===== src/rtl/sim_status_mmio_pkg.sv =====
// Shared definitions for the simulation status/console peripheral: register
// offsets, the termination state encoding and the STATUS word layout.
package sim_status_pkg;

    localparam logic [3:0] OFF_TOHOST = 4'h0;
    localparam logic [3:0] OFF_CHAR   = 4'h4;
    localparam logic [3:0] OFF_CYCLE  = 4'h8;
    localparam logic [3:0] OFF_STATUS = 4'hC;

    typedef enum logic [1:0] {
        ST_RUN       = 2'd0,
        ST_DONE_PASS = 2'd1,
        ST_DONE_FAIL = 2'd2,
        ST_TIMEOUT   = 2'd3
    } state_e;

    localparam int STAT_DONE     = 0;
    localparam int STAT_PASS     = 1;
    localparam int STAT_FAIL     = 2;
    localparam int STAT_TIMEOUT  = 3;
    localparam int STAT_CNT_LSB  = 4;
    localparam int STAT_CNT_W    = 5;
    localparam int STAT_OVERFLOW = 9;

    function automatic logic [31:0] pack_status(
        input logic       done,
        input logic       pass,
        input logic       fail,
        input logic       tmo,
        input logic       ovf,
        input logic [4:0] cnt
    );
        logic [31:0] w;
        w = '0;
        w[STAT_DONE]                       = done;
        w[STAT_PASS]                       = pass;
        w[STAT_FAIL]                       = fail;
        w[STAT_TIMEOUT]                    = tmo;
        w[STAT_CNT_LSB +: STAT_CNT_W]      = cnt;
        w[STAT_OVERFLOW]                   = ovf;
        return w;
    endfunction

endpackage


===== src/rtl/sim_status_mmio_sync_fifo.sv =====
// Single-clock FIFO with occupancy count. A push into a full FIFO is accepted
// only when a pop happens in the same cycle; otherwise it is dropped and flagged.
module sync_fifo #(
    parameter int WIDTH = 8,
    parameter int DEPTH = 8
) (
    input  logic                     clk,
    input  logic                     rst_n,
    input  logic                     push_i,
    input  logic [WIDTH-1:0]         push_data_i,
    input  logic                     ready_i,
    output logic                     valid_o,
    output logic [WIDTH-1:0]         data_o,
    output logic [$clog2(DEPTH):0]   count_o,
    output logic                     drop_o
);

    localparam int AW = $clog2(DEPTH);
    localparam int CW = AW + 1;

    logic [WIDTH-1:0] mem_q [DEPTH];
    logic [AW-1:0]    wr_ptr_q, wr_ptr_d;
    logic [AW-1:0]    rd_ptr_q, rd_ptr_d;
    logic [CW-1:0]    count_q, count_d;
    logic             full;
    logic             pop;
    logic             push_ok;

    assign full    = (count_q == CW'(DEPTH));
    assign pop     = ready_i && (count_q != '0);
    assign push_ok = push_i && (!full || pop);
    assign drop_o  = push_i && full && !pop;

    always_comb begin
        wr_ptr_d = wr_ptr_q;
        rd_ptr_d = rd_ptr_q;
        count_d  = count_q;
        if (push_ok) begin
            wr_ptr_d = wr_ptr_q + 1'b1;
        end
        if (pop) begin
            rd_ptr_d = rd_ptr_q + 1'b1;
        end
        case ({push_ok, pop})
            2'b10:   count_d = count_q + 1'b1;
            2'b01:   count_d = count_q - 1'b1;
            default: count_d = count_q;
        endcase
    end

    always_ff @(posedge clk or negedge rst_n) begin
        if (!rst_n) begin
            wr_ptr_q <= '0;
            rd_ptr_q <= '0;
            count_q  <= '0;
            for (int i = 0; i < DEPTH; i++) begin
                mem_q[i] <= '0;
            end
        end else begin
            wr_ptr_q <= wr_ptr_d;
            rd_ptr_q <= rd_ptr_d;
            count_q  <= count_d;
            if (push_ok) begin
                mem_q[wr_ptr_q] <= push_data_i;
            end
        end
    end

    // Head is masked when empty so a drained or reset FIFO presents zero.
    assign valid_o = (count_q != '0);
    assign data_o  = valid_o ? mem_q[rd_ptr_q] : '0;
    assign count_o = count_q;

endmodule


===== src/rtl/sim_status_mmio.sv =====
// Store-bus status/console peripheral: sticky pass/fail/timeout termination,
// run-cycle counter, and a buffered character stream with valid/ready output.
module sim_status_mmio
    import sim_status_pkg::*;
#(
    parameter logic [31:0] BASE_ADDR      = 32'hFFFF_FF00,
    parameter int unsigned TIMEOUT_CYCLES = 100000,
    parameter int unsigned FIFO_DEPTH     = 8
) (
    input  logic        clk,
    input  logic        rst_n,
    input  logic        mem_write,
    input  logic [31:0] data_addr,
    input  logic [31:0] write_data,
    output logic [31:0] rd_data,
    output logic        rd_hit,
    output logic        done,
    output logic        pass,
    output logic        timeout,
    output logic [30:0] fail_code,
    output logic [31:0] cycle_count,
    output logic        char_valid,
    output logic [7:0]  char_data,
    input  logic        char_ready,
    output logic        overflow
);

    localparam int          CW         = $clog2(FIFO_DEPTH) + 1;
    localparam bit          TIMEOUT_EN = (TIMEOUT_CYCLES != 0);
    localparam logic [31:0] TO_LAST    = TIMEOUT_CYCLES - 1;

    state_e         state_q, state_d;
    logic [30:0]    fail_code_q, fail_code_d;
    logic [31:0]    cycle_q, cycle_d;
    logic           overflow_q, overflow_d;

    logic [31:0]    off_full;
    logic [3:0]     reg_off;
    logic           wr_hit;
    logic           tohost_wr;
    logic           char_wr;

    logic [CW-1:0]  fifo_count;
    logic           fifo_drop;
    logic [4:0]     cnt5;

    // Subtracting the base keeps the decode correct for any word-aligned base,
    // including windows that straddle a 16-byte boundary.
    assign off_full  = data_addr - BASE_ADDR;
    assign reg_off   = off_full[3:0];
    assign rd_hit    = (off_full[31:4] == '0) && (off_full[1:0] == 2'b00);
    assign wr_hit    = mem_write && rd_hit;
    assign tohost_wr = wr_hit && (reg_off == OFF_TOHOST);
    assign char_wr   = wr_hit && (reg_off == OFF_CHAR);

    always_comb begin
        state_d     = state_q;
        fail_code_d = fail_code_q;
        case (state_q)
            ST_RUN: begin
                // A terminating store outranks a timeout in the same cycle.
                if (tohost_wr && (write_data == 32'd1)) begin
                    state_d = ST_DONE_PASS;
                end else if (tohost_wr && write_data[0]) begin
                    state_d     = ST_DONE_FAIL;
                    fail_code_d = write_data[31:1];
                end else if (TIMEOUT_EN && (cycle_q == TO_LAST)) begin
                    state_d = ST_TIMEOUT;
                end
            end
            default: begin
                state_d = state_q;
            end
        endcase
    end

    always_comb begin
        cycle_d    = (state_q == ST_RUN) ? cycle_q + 32'd1 : cycle_q;
        overflow_d = overflow_q | fifo_drop;
    end

    always_ff @(posedge clk or negedge rst_n) begin
        if (!rst_n) begin
            state_q     <= ST_RUN;
            fail_code_q <= '0;
            cycle_q     <= '0;
            overflow_q  <= 1'b0;
        end else begin
            state_q     <= state_d;
            fail_code_q <= fail_code_d;
            cycle_q     <= cycle_d;
            overflow_q  <= overflow_d;
        end
    end

    sync_fifo #(
        .WIDTH (8),
        .DEPTH (FIFO_DEPTH)
    ) u_char_fifo (
        .clk         (clk),
        .rst_n       (rst_n),
        .push_i      (char_wr),
        .push_data_i (write_data[7:0]),
        .ready_i     (char_ready),
        .valid_o     (char_valid),
        .data_o      (char_data),
        .count_o     (fifo_count),
        .drop_o      (fifo_drop)
    );

    assign done        = (state_q != ST_RUN);
    assign pass        = (state_q == ST_DONE_PASS);
    assign timeout     = (state_q == ST_TIMEOUT);
    assign fail_code   = fail_code_q;
    assign cycle_count = cycle_q;
    assign overflow    = overflow_q;
    assign cnt5        = 5'(fifo_count);

    always_comb begin
        rd_data = '0;
        if (rd_hit) begin
            case (reg_off)
                OFF_CYCLE:  rd_data = cycle_q;
                OFF_STATUS: rd_data = pack_status(done, pass,
                                                  (state_q == ST_DONE_FAIL),
                                                  timeout, overflow_q, cnt5);
                default:    rd_data = '0;
            endcase
        end
    end

endmodule


===== config.mk =====
export PLATFORM = sky130hd
export DESIGN_NAME = sim_status_mmio
export DESIGN_NICKNAME = d
export VERILOG_FILES = /design/src/rtl/sim_status_mmio_pkg.sv /design/src/rtl/sim_status_mmio_sync_fifo.sv /design/src/rtl/sim_status_mmio.sv
export SDC_FILE = /design/constraint.sdc
export NUM_CORES = 1
export LEC_CHECK = 0
export ABC_AREA = 1
export BUFFER_PORTS_ARGS = -buffer_cell sky130_fd_sc_hd__clkbuf_2
export CAP_MARGIN = 15
export CELL_PAD_IN_SITES_DETAIL_PLACEMENT = 0
export CELL_PAD_IN_SITES_GLOBAL_PLACEMENT = 1
export CORE_UTILIZATION = 35
export CTS_CLUSTER_SIZE = 10
export DETAILED_ROUTE_END_ITERATION = 8
export PLACE_DENSITY = 0.75
export SYNTH_ARGS = -nofsm -noshare
export SYNTH_HDL_FRONTEND = slang
export SYNTH_SLANG_ARGS = --single-unit
export TNS_END_PERCENT = 1

===== constraint.sdc =====
create_clock -name clk -period 2.4 [get_ports clk]
set_clock_uncertainty 0.2 [all_clocks]
set_input_delay 0.36 -clock clk [delete_from_list [all_inputs] [get_ports clk]]
set_output_delay 0.36 -clock clk [all_outputs]
set_load 0.01 [all_outputs]

==> results of run 1 <==
## worst max-delay path: stages
cell,delay [ps]
buf_6,90
nand2_2,50
nor2_2,110
buf_4,110
nand2_2,50
o21ai_1,130
nand2_1,90
nor2_1,130
nand2_1,80
nor2_2,130
buf_4,130
nand3_4,120
buf_12,200
nor3_1,150
clkbuf_2,180
## routing by layer
metal	part of all wire, %	vias to the layer above
met1	45	4070
met3	5.9	37
met4	1.9	0
met5	0	-
met2	47	272
li1	-	4128
## stage by stage
step	setup slack [ps]	utilization [%]	instances	hold WS, ps
floorplan	-602.6	-	1069	-135.6
global placement	-769.2	45.23	1586	190.6
detailed placement	-797.7	45.23	1586	187.2
CTS	-318.0	49.76	1643	2.222
global route	-470.0	51.97	1645	15.91
finish	-310.7	51.97	1645	-0.08210
## cells by family after synthesis
family / after synthesis / synth area share (%)
xor gates and xnor gates: 38 / 4.216
adders and majority gates: 6 / 0.9510
DFF: 140 / 44.38
and+or+nand+nor: 647 / 37.12
AOI/OAI and AO/OA: 77 / 5.437
buffers and inverters: 161 / 7.894
## cell usage after synthesis (2+ instances only)
cell      number
a21oi_1        2
a31oi_1        8
and2_0         2
buf_1          2
buf_2         12
clkbuf_1      40
dfrtp_1      140
ha_1           6
inv_1        102
inv_2          3
nand2_1      309
nand3_1       25
nand3b_1       5
nand4_1      117
nor2_1       120
nor2_2         3
nor3_1        38
nor3b_1        2
nor4_1        18
o21ai_0       44
o21ai_1        4
o22ai_1       15
o32ai_1        2
or2_2          2
xnor2_1        4
xor2_1        34
## flip-flops by register name, summed over array words and instances, names as in the netlist
| signal | count |
|---|---|
| cycle_count | 32 |
| overflow | 1 |
| u_char_fifo.rd_ptr_q | 3 |
| u_char_fifo.wr_ptr_q | 3 |
| u_char_fifo.mem_q | 64 |
| fail_code | 31 |
| u_char_fifo.count_o | 4 |
| state_q | 2 |
## where the power goes
part,internal [W],total [W],switching (W)
sequential,0.00243,0.00252,0.0000959
clock,0.00178,0.00286,0.00109
combinational,0.000795,0.00194,0.00114
## cell usage in the layout (no fill, tap or decap), drive strengths merged, types with 2 or more instances in the layout
master         n
nand2        309
buf          163
clkbuf       152
dfrtp        140
nor2         124
nand4        118
inv          105
o21ai         48
nor3          40
xor2          34
nand3         25
dlygate4sd3   23
nor4          18
o22ai         15
a31oi          8
ha             6
clkinv         6
nand3b         5
clkinvlp       4
bufinv         4
xnor2          4
nor3b          2
o32ai          2
and2           2
a21oi          2
or2            2
## path summary, 6_finish.rpt
| kind | startpoint | to | cells after the start |
|---|---|---|---|
| min reg2reg | u_char_fifo.mem_q[37] | u_char_fifo.mem_q[37] | 2 |
| min | write_data[27] | fail_code[26] | 3 |
| max in group asynchronous | rst_n | state_q[1] | 3 |
| min in group asynchronous | rst_n | u_char_fifo.mem_q[6] | 2 |
| max | data_addr[17] | rd_data[29] | 15 |
| max reg2reg | u_char_fifo.count_o[2] | u_char_fifo.count_o[3] | 11 |
## final cells by class
type	instances	area share, %
Clock buffer	19	3.881
Clock inverter	13	1.677
Inverter	106	3.541
Multi-Input combinational cell	768	37.50
Sequential cell	140	30.72
Tap cell	280	3.070
Timing Repair Buffer	319	19.61
## what timing repair did
| item | 4_1_cts | 5_1_grt |
|---|---|---|
| resized for setup | 27 | 160 |
| endpoints found under the setup margin | 115 | 149 |
| buffers inserted | 1 | 2 |
| pin swaps | 5 | 60 |
| endpoints found under the hold margin | 77 | 0 |
| hold buffers | 23 | 0 |
| gates cloned | 1 | 0 |
==> out/metrics.cfg, run 1 <==
[run_status]
status = finished, violations left
violations = DRC, hold timing, setup timing

[routing]
vias = 8507
totalWireLength_um = 27390
drt.antenna.violating_nets = 0
drt-pass1-iter-count = 9
post_drt_via_cell_ratio = 5.171
avgRoutedWirePerCell_um = 16.65
detail_route.drc_violations = 4
initialDrtViolationCount = 579

[global_routing]
globalRouteTotalUtil_pct = 23.96
grt_pass1_wl_um = 44330
global_route.peak_usage_layer = met2
grt_use_met2_pct = 39.06
grt_util_met1_pct = 31.94
first_global_vias = 8384
antenna_violations_before_repair = 0
grt_max_degree = 70
grt_overflow = 0
grtUsageMet3_pct = 4.778

[synth]
synth_largest_type_area_fraction_pct = 44.38
synth_nets = 1143
synth_cell_types = 36
synth.largest_area_cell = dfrtp_1
synth-warning-count = 0
share_of_flip_flops_with_an_asynchronous_set_or_reset_after_synthesis_pct = 100.0
synth_enable_flop_cells = 0
main_flop_type_after_synthesis = dfrtp_1
postSynthCellCount = 1069
syn_area_um2 = 7894
seq_area_frac_synth_pct = 44.38
syn_avg_cell_area_um2 = 7.384
synth.ff_latch_count = 140
synthTopCellsByArea = dfrtp_1 (44%), nand2_1 (15%), nand4_1 (9.3%)

[timing]
final.hold.worst_slack_ps = -0.08210
report.final.slew_viol_count = 0
fmax_mhz = 368.9
setup_repair_after_global_routing_missed_its_margin = true
max-slew-margin-rel_pct = 60.32
final_period_minus_worst_setup_slack_ps = 2711
setup_viol = 44
hold_viol = 1
tightestPinTransition_ps = 595.3
setup_slack_ps = -310.7
timing.final.crit_share_pct = 112.9
setup_tns_ps = -8821

[floorplan]
num_rows = 54
dieHeight_um = 152.2
fp.coreArea_um2 = 21960
top_level_ports = 177
start_util_pct = 35.95
total_die_area_um2 = 23160
die-width_um = 152.2

[finish]
areaGrowthSynthToFinish_pct = 44.57
area_of_combinational_cells_with_multiple_inputs_um2 = 4279
layout-drive-gt1-share_pct = 31.87
fill_cells = 2073
ff_latch_area_um2 = 3506
final_stage_net_count = 1426
num_antenna_cells = 0
final_cell_area_um2 = 11410

[cts]
cts_htree_levels = 4
clock-root-buffer = clkbuf_16
numClockSinks = 140
cts_buffers = 17
clk_pin_slew_ps = 60
largest_buffer_count_on_any_clock_path = 2
tritoncts_clock_tree = yes
clk-insertion-delay-late_ps = 430

[worst_setup_path]
worst_setup_path_end_kind = output port
setup.worst_path.class = in2out
worstPathMaxFanout = 17
cp_data_required_time_ps = 1840
setup.reg_to_reg.worst_slack_ps = 90
type_of_element_launching_the_critical_path = primary input
arrival_time_reported_for_the_critical_path_endpoint_ps = 2150

[power]
power_per_cell_area_nw_per_um2 = 641.6
p_total_w = 0.007322
vdd.ir_drop.worst_mv = 0.3945
power.static_leakage_nw = 5.786

[job]
maxCapViolations = 0

[hold_path]
hp-class = in2reg

[placement]
hpwl_um = 19020
placement.cell_area_um2 = 9931
place.gp.congestion = 0.9138
io_buffer_count = 176

Note: power is estimated with default switching activity, not from simulation.
==> inputs of run 2 (changes only) <==
--- a/config.mk
+++ b/config.mk
@@ -5,12 +5,11 @@
 export SDC_FILE = /design/constraint.sdc
 export NUM_CORES = 1
 export LEC_CHECK = 0
-export ABC_AREA = 1
 export BUFFER_PORTS_ARGS = -buffer_cell sky130_fd_sc_hd__clkbuf_2
 export CAP_MARGIN = 15
 export CELL_PAD_IN_SITES_DETAIL_PLACEMENT = 0
 export CELL_PAD_IN_SITES_GLOBAL_PLACEMENT = 1
-export CORE_UTILIZATION = 35
+export CORE_UTILIZATION = 38
 export CTS_CLUSTER_SIZE = 10
 export DETAILED_ROUTE_END_ITERATION = 8
 export PLACE_DENSITY = 0.75
==> run 2 against run 1 <==
Effect of this change:
- the run ends with setup timing left
- worst setup slack lost 200 ps
- non-clock buffer count shrank 43
- fmax down 6.8%
- clock-buffer cell count fell by 2
- die area decreased by 18%
- design area is 14% lower
- power shrank 15%
- synthesized cell count decreased by 47%
- synthesized area shrank 11%
- combinational power shrank 50%
- critical path type unchanged
==> out/metrics.cfg, run 2 <==
[run_status]
status = finished, violations left
violations = setup timing

[synth]
synth_enable_flop_cells = 0  ; unchanged
synth.ff_latch_count = 140  ; unchanged
synthTopCellsByArea = dfrtp_1 (50%), mux2_2 (14%), mux4_2 (5.1%)
most_frequent_cell_after_synthesis = dfrtp_1
syn_area_um2 = 7033  ; -11%
synth_nets = 640  ; -44%
ys_top_cells_by_count = dfrtp_1 (140), mux2_2 (90), nor2_1 (32), xnor2_1 (26), and2_1 (22)
syn_avg_cell_area_um2 = 12.43  ; +68%
share_of_flip_flops_with_an_asynchronous_set_or_reset_after_synthesis_pct = 100.0  ; unchanged
synth-simple-area-share_pct = 16.62  ; -21 points
synth-warning-count = 0  ; unchanged
main_combinational_cell_family_by_area_after_synthesis = multiplexers
post_synthesis_compound_gate_area_fraction_pct = 2.597  ; -2.8 points
yosys-mux-area-fraction_pct = 22.26  ; +22 points
main_flop_type_after_synthesis = dfrtp_1
synth_cell_types = 48  ; +33%
synth.largest_area_cell = dfrtp_1
postSynthCellCount = 566  ; -47%
seq_area_frac_synth_pct = 49.81  ; +5.4 points
synth_xor_area_share_pct = 5.230  ; +1.0 points
synth-adder-area-share_pct = 1.067  ; +0.12 points
synth_largest_type_area_fraction_pct = 49.81  ; +5.4 points

[floorplan]
top_level_ports = 177  ; unchanged
dieHeight_um = 138.0  ; -9.3%
start_util_pct = 39.02  ; +3.1 points
die-width_um = 138.0  ; -9.3%
fp.coreArea_um2 = 18020  ; -18%
total_die_area_um2 = 19060  ; -18%
num_rows = 49  ; -9.3%

[timing]
report.final.slew_viol_count = 0  ; unchanged
hold_viol = 0  ; -1
timing.final.crit_share_pct = 121.2  ; +8.2 points
setup_viol = 108  ; +150%
max-slew-margin-rel_pct = 58.50  ; -1.8 points
fmax_mhz = 343.9  ; -6.8%
setup_repair_after_global_routing_missed_its_margin = true
tightestPinTransition_ps = 622.6  ; +27.30 ps
final_period_minus_worst_setup_slack_ps = 2908  ; +197.4 ps
setup_slack_ps = -508.1  ; -197.4 ps

[finish]
fill_cells = 1583  ; -24%
final_cell_area_um2 = 9823  ; -14%
ff_latch_area_um2 = 3503  ; about the same
layout-drive-gt1-share_pct = 50.65  ; +19 points
layout.cells.most_common = clkbuf_2
areaGrowthSynthToFinish_pct = 39.67
largest-register = u_char_fifo.mem_q
area_of_combinational_cells_with_multiple_inputs_um2 = 3508  ; -18%
num_antenna_cells = 0  ; unchanged
layout_common_cells = clkbuf_2 (172), dfrtp_1 (140), mux2_2 (90)
layout.core_utilization_pct = 54.50  ; +2.5 points
final_stage_net_count = 906  ; -36%
largest_register_ffs = 64  ; unchanged

[placement]
io_buffer_count = 176  ; unchanged
placement.cell_area_um2 = 8831  ; -11%
place.gp.congestion = 0.8557  ; -6.4%
hpwl_um = 13470  ; -29%

[job]
maxCapViolations = 0  ; unchanged

[worst_setup_path]
rr_startpoint = u_char_fifo.count_o[1]
critical_path.cell_chain = clkbuf_2 > or4_1 > a21oi_1 > o2111ai_4 > buf_6 > or2_4 > nor3_1 > clkbuf_2
crit_path_end = rd_data[26]
cp_num_buf_inv = 3  ; -2
worstPathMaxFanout = 15  ; -2
r2r-end = u_char_fifo.count_o[3]
cp_common_cell = clkbuf_2
arrival_time_reported_for_the_critical_path_endpoint_ps = 2350  ; +200 ps
worst_path_largest_cell_delay_ps = 540  ; +340 ps
crit_path_top_delay_cell = or4_1
crit_path_cell_count = 8  ; -7
worst_path_dominant_cell_family = simple AND/OR/NAND/NOR gates
setup.worst_path.class = in2out
type_of_element_launching_the_critical_path = primary input
cp_data_required_time_ps = 1840  ; about the same
reg2reg_depth = 10  ; -1
worst_setup_path_end_kind = output port
setup.reg_to_reg.worst_slack_ps = 50  ; -40 ps
critical_path.startpoint = data_addr[28]

[routing]
detail_route.drc_violations = 0  ; -4
detail_route.wirelength.met1_um = 7808  ; -37%
vias = 5589  ; -34%
drt.antenna.violating_nets = 0  ; unchanged
drt-pass1-iter-count = 5  ; -4
met3WireLength_um = 841  ; -48%
top_layer = met4
totalWireLength_um = 18600  ; -32%
post_drt_via_cell_ratio = 5.204  ; +0.63%
initialDrtViolationCount = 235  ; -59%
met2WireLength_um = 9602  ; -26%
avgRoutedWirePerCell_um = 17.32  ; +4.0%

[power]
power_per_cell_area_nw_per_um2 = 633.5  ; -1.3%
power_switching_w = 0.001714  ; -26%
comb_power_share_pct = 15.7  ; -11 points
swShare_pct = 27.55  ; -4.2 points
internal-power_w = 0.004509  ; -9.8%
power.static_leakage_nw = 4.970  ; -14%
vdd.ir_drop.worst_mv = 0.4946  ; +25%
power.sequential.fraction_pct = 40.3  ; +5.9 points
pwr-share-clk_pct = 44.0  ; +4.9 points

[cts]
clock-root-buffer = clkbuf_16
clk-insertion-delay-late_ps = 430  ; about the same
cts_htree_levels = 4  ; unchanged
clk_pin_slew_ps = 60  ; about the same
numClockSinks = 140  ; unchanged
cts_buffers = 17  ; unchanged
tritoncts_clock_tree = yes
largest_buffer_count_on_any_clock_path = 2  ; unchanged

[global_routing]
globalRouteTotalUtil_pct = 20.67  ; -3.3 points
grt_max_degree = 62  ; -11%
antenna_violations_before_repair = 0  ; unchanged
first_global_vias = 6000  ; -28%
grt_pass1_wl_um = 31220  ; -30%
grt_overflow = 0  ; unchanged

[hold_path]
hp-class = in2reg

==> run 2: cell types whose count changed after synthesis, sizes merged, moves of 20 or more <==
cell / previous run / this run
o21ai: 48 / 1
inv: 105 / 12
clkbuf: 40 / 11
mux2: 0 / 99
nand2: 309 / 16
nor2: 124 / 32
nand4: 118 / 16
xnor2: 4 / 26
and2: 2 / 22
==> run 2: area by class of cell <==
cell class / count / area share, %
Inverter: 12 / 0.4585
Sequential cell: 140 / 35.66
Clock inverter: 15 / 1.962
Tap cell: 229 / 2.917
Clock buffer: 17 / 4.331
Timing Repair Buffer: 276 / 18.95
Multi-Input combinational cell: 385 / 35.72
==> run 2: worst register-to-register path: cells and delay by family (launching register included) <==
family / cells / cell delay, ps
compound gates: 2 / 340
xor+xnor: 1 / 160
fa+ha+maj: 1 / 240
flops: 1 / 360
simple gates: 6 / 1000
==> run 2: worst min path at each step <==
stage                             start                    end  slack, ps  cells past startpoint
after floorplan                   rst_n         cycle_count[0]       -140                      0
after global placement            rst_n        cycle_count[31]        160                      1
after detailed placement          rst_n        cycle_count[30]        170                      1
after CTS                 write_data[3]  u_char_fifo.mem_q[51]        130                      3
after global routing      write_data[3]  u_char_fifo.mem_q[51]        140                      3
final                     write_data[3]  u_char_fifo.mem_q[51]        140                      3
==> run 2: power by group through the flow <==
| stage | registers (W) | logic (W) | clock network [W] |
|---|---|---|---|
| after global routing | 0.00252 | 0.00108 | 0.00292 |
| after CTS | 0.00250 | 0.000990 | 0.00280 |
| after floorplan | 0.00249 | 0.000577 | 0 |
| after detailed placement | 0.00255 | 0.000954 | 0 |
| final | 0.00251 | 0.000979 | 0.00274 |
| after global placement | 0.00255 | 0.000929 | 0 |
==> run 2: per-layer routing <==
metal	vias to the layer above	track usage [%]
met3	25	5.196
met2	161	35.00
met1	2790	25.35
li1	2613	-
met5	-	0
met4	0	7.866
==> run 2: metrics by stage <==
| step | hold slack (ps) | power [W] | worst slack [ps] | std cells | TNS [ps] |
|---|---|---|---|---|---|
| CTS | 127.1 | 0.006293 | -439.2 | 1074 | -15730 |
| finish | 143.4 | 0.006223 | -508.1 | 1074 | -19010 |
| global placement | 156.4 | 0.003476 | -670.9 | 1016 | -57440 |
| floorplan | -135.6 | 0.003071 | -609.9 | 566 | -25180 |
| global route | 135.3 | 0.006509 | -566.2 | 1074 | -30400 |
| detailed placement | 168.5 | 0.003503 | -755.2 | 1016 | -67110 |
==> run 2: cells by family after synthesis <==
kind of cell,count (synthesis)
fa+ha+maj,6
flops,140
buf+inv,41
simple gates,190
mux,124
compound gates,23
xor+xnor,42
==> run 2: what timing repair did <==
item | in CTS | in global routing
setup buffers | 1 | 0
hold buffers | 25 | 0
endpoints found under the hold margin | 81 | 0
setup endpoints to repair | 139 | 142
pin swaps | 5 | 3
gates resized for setup | 14 | 12
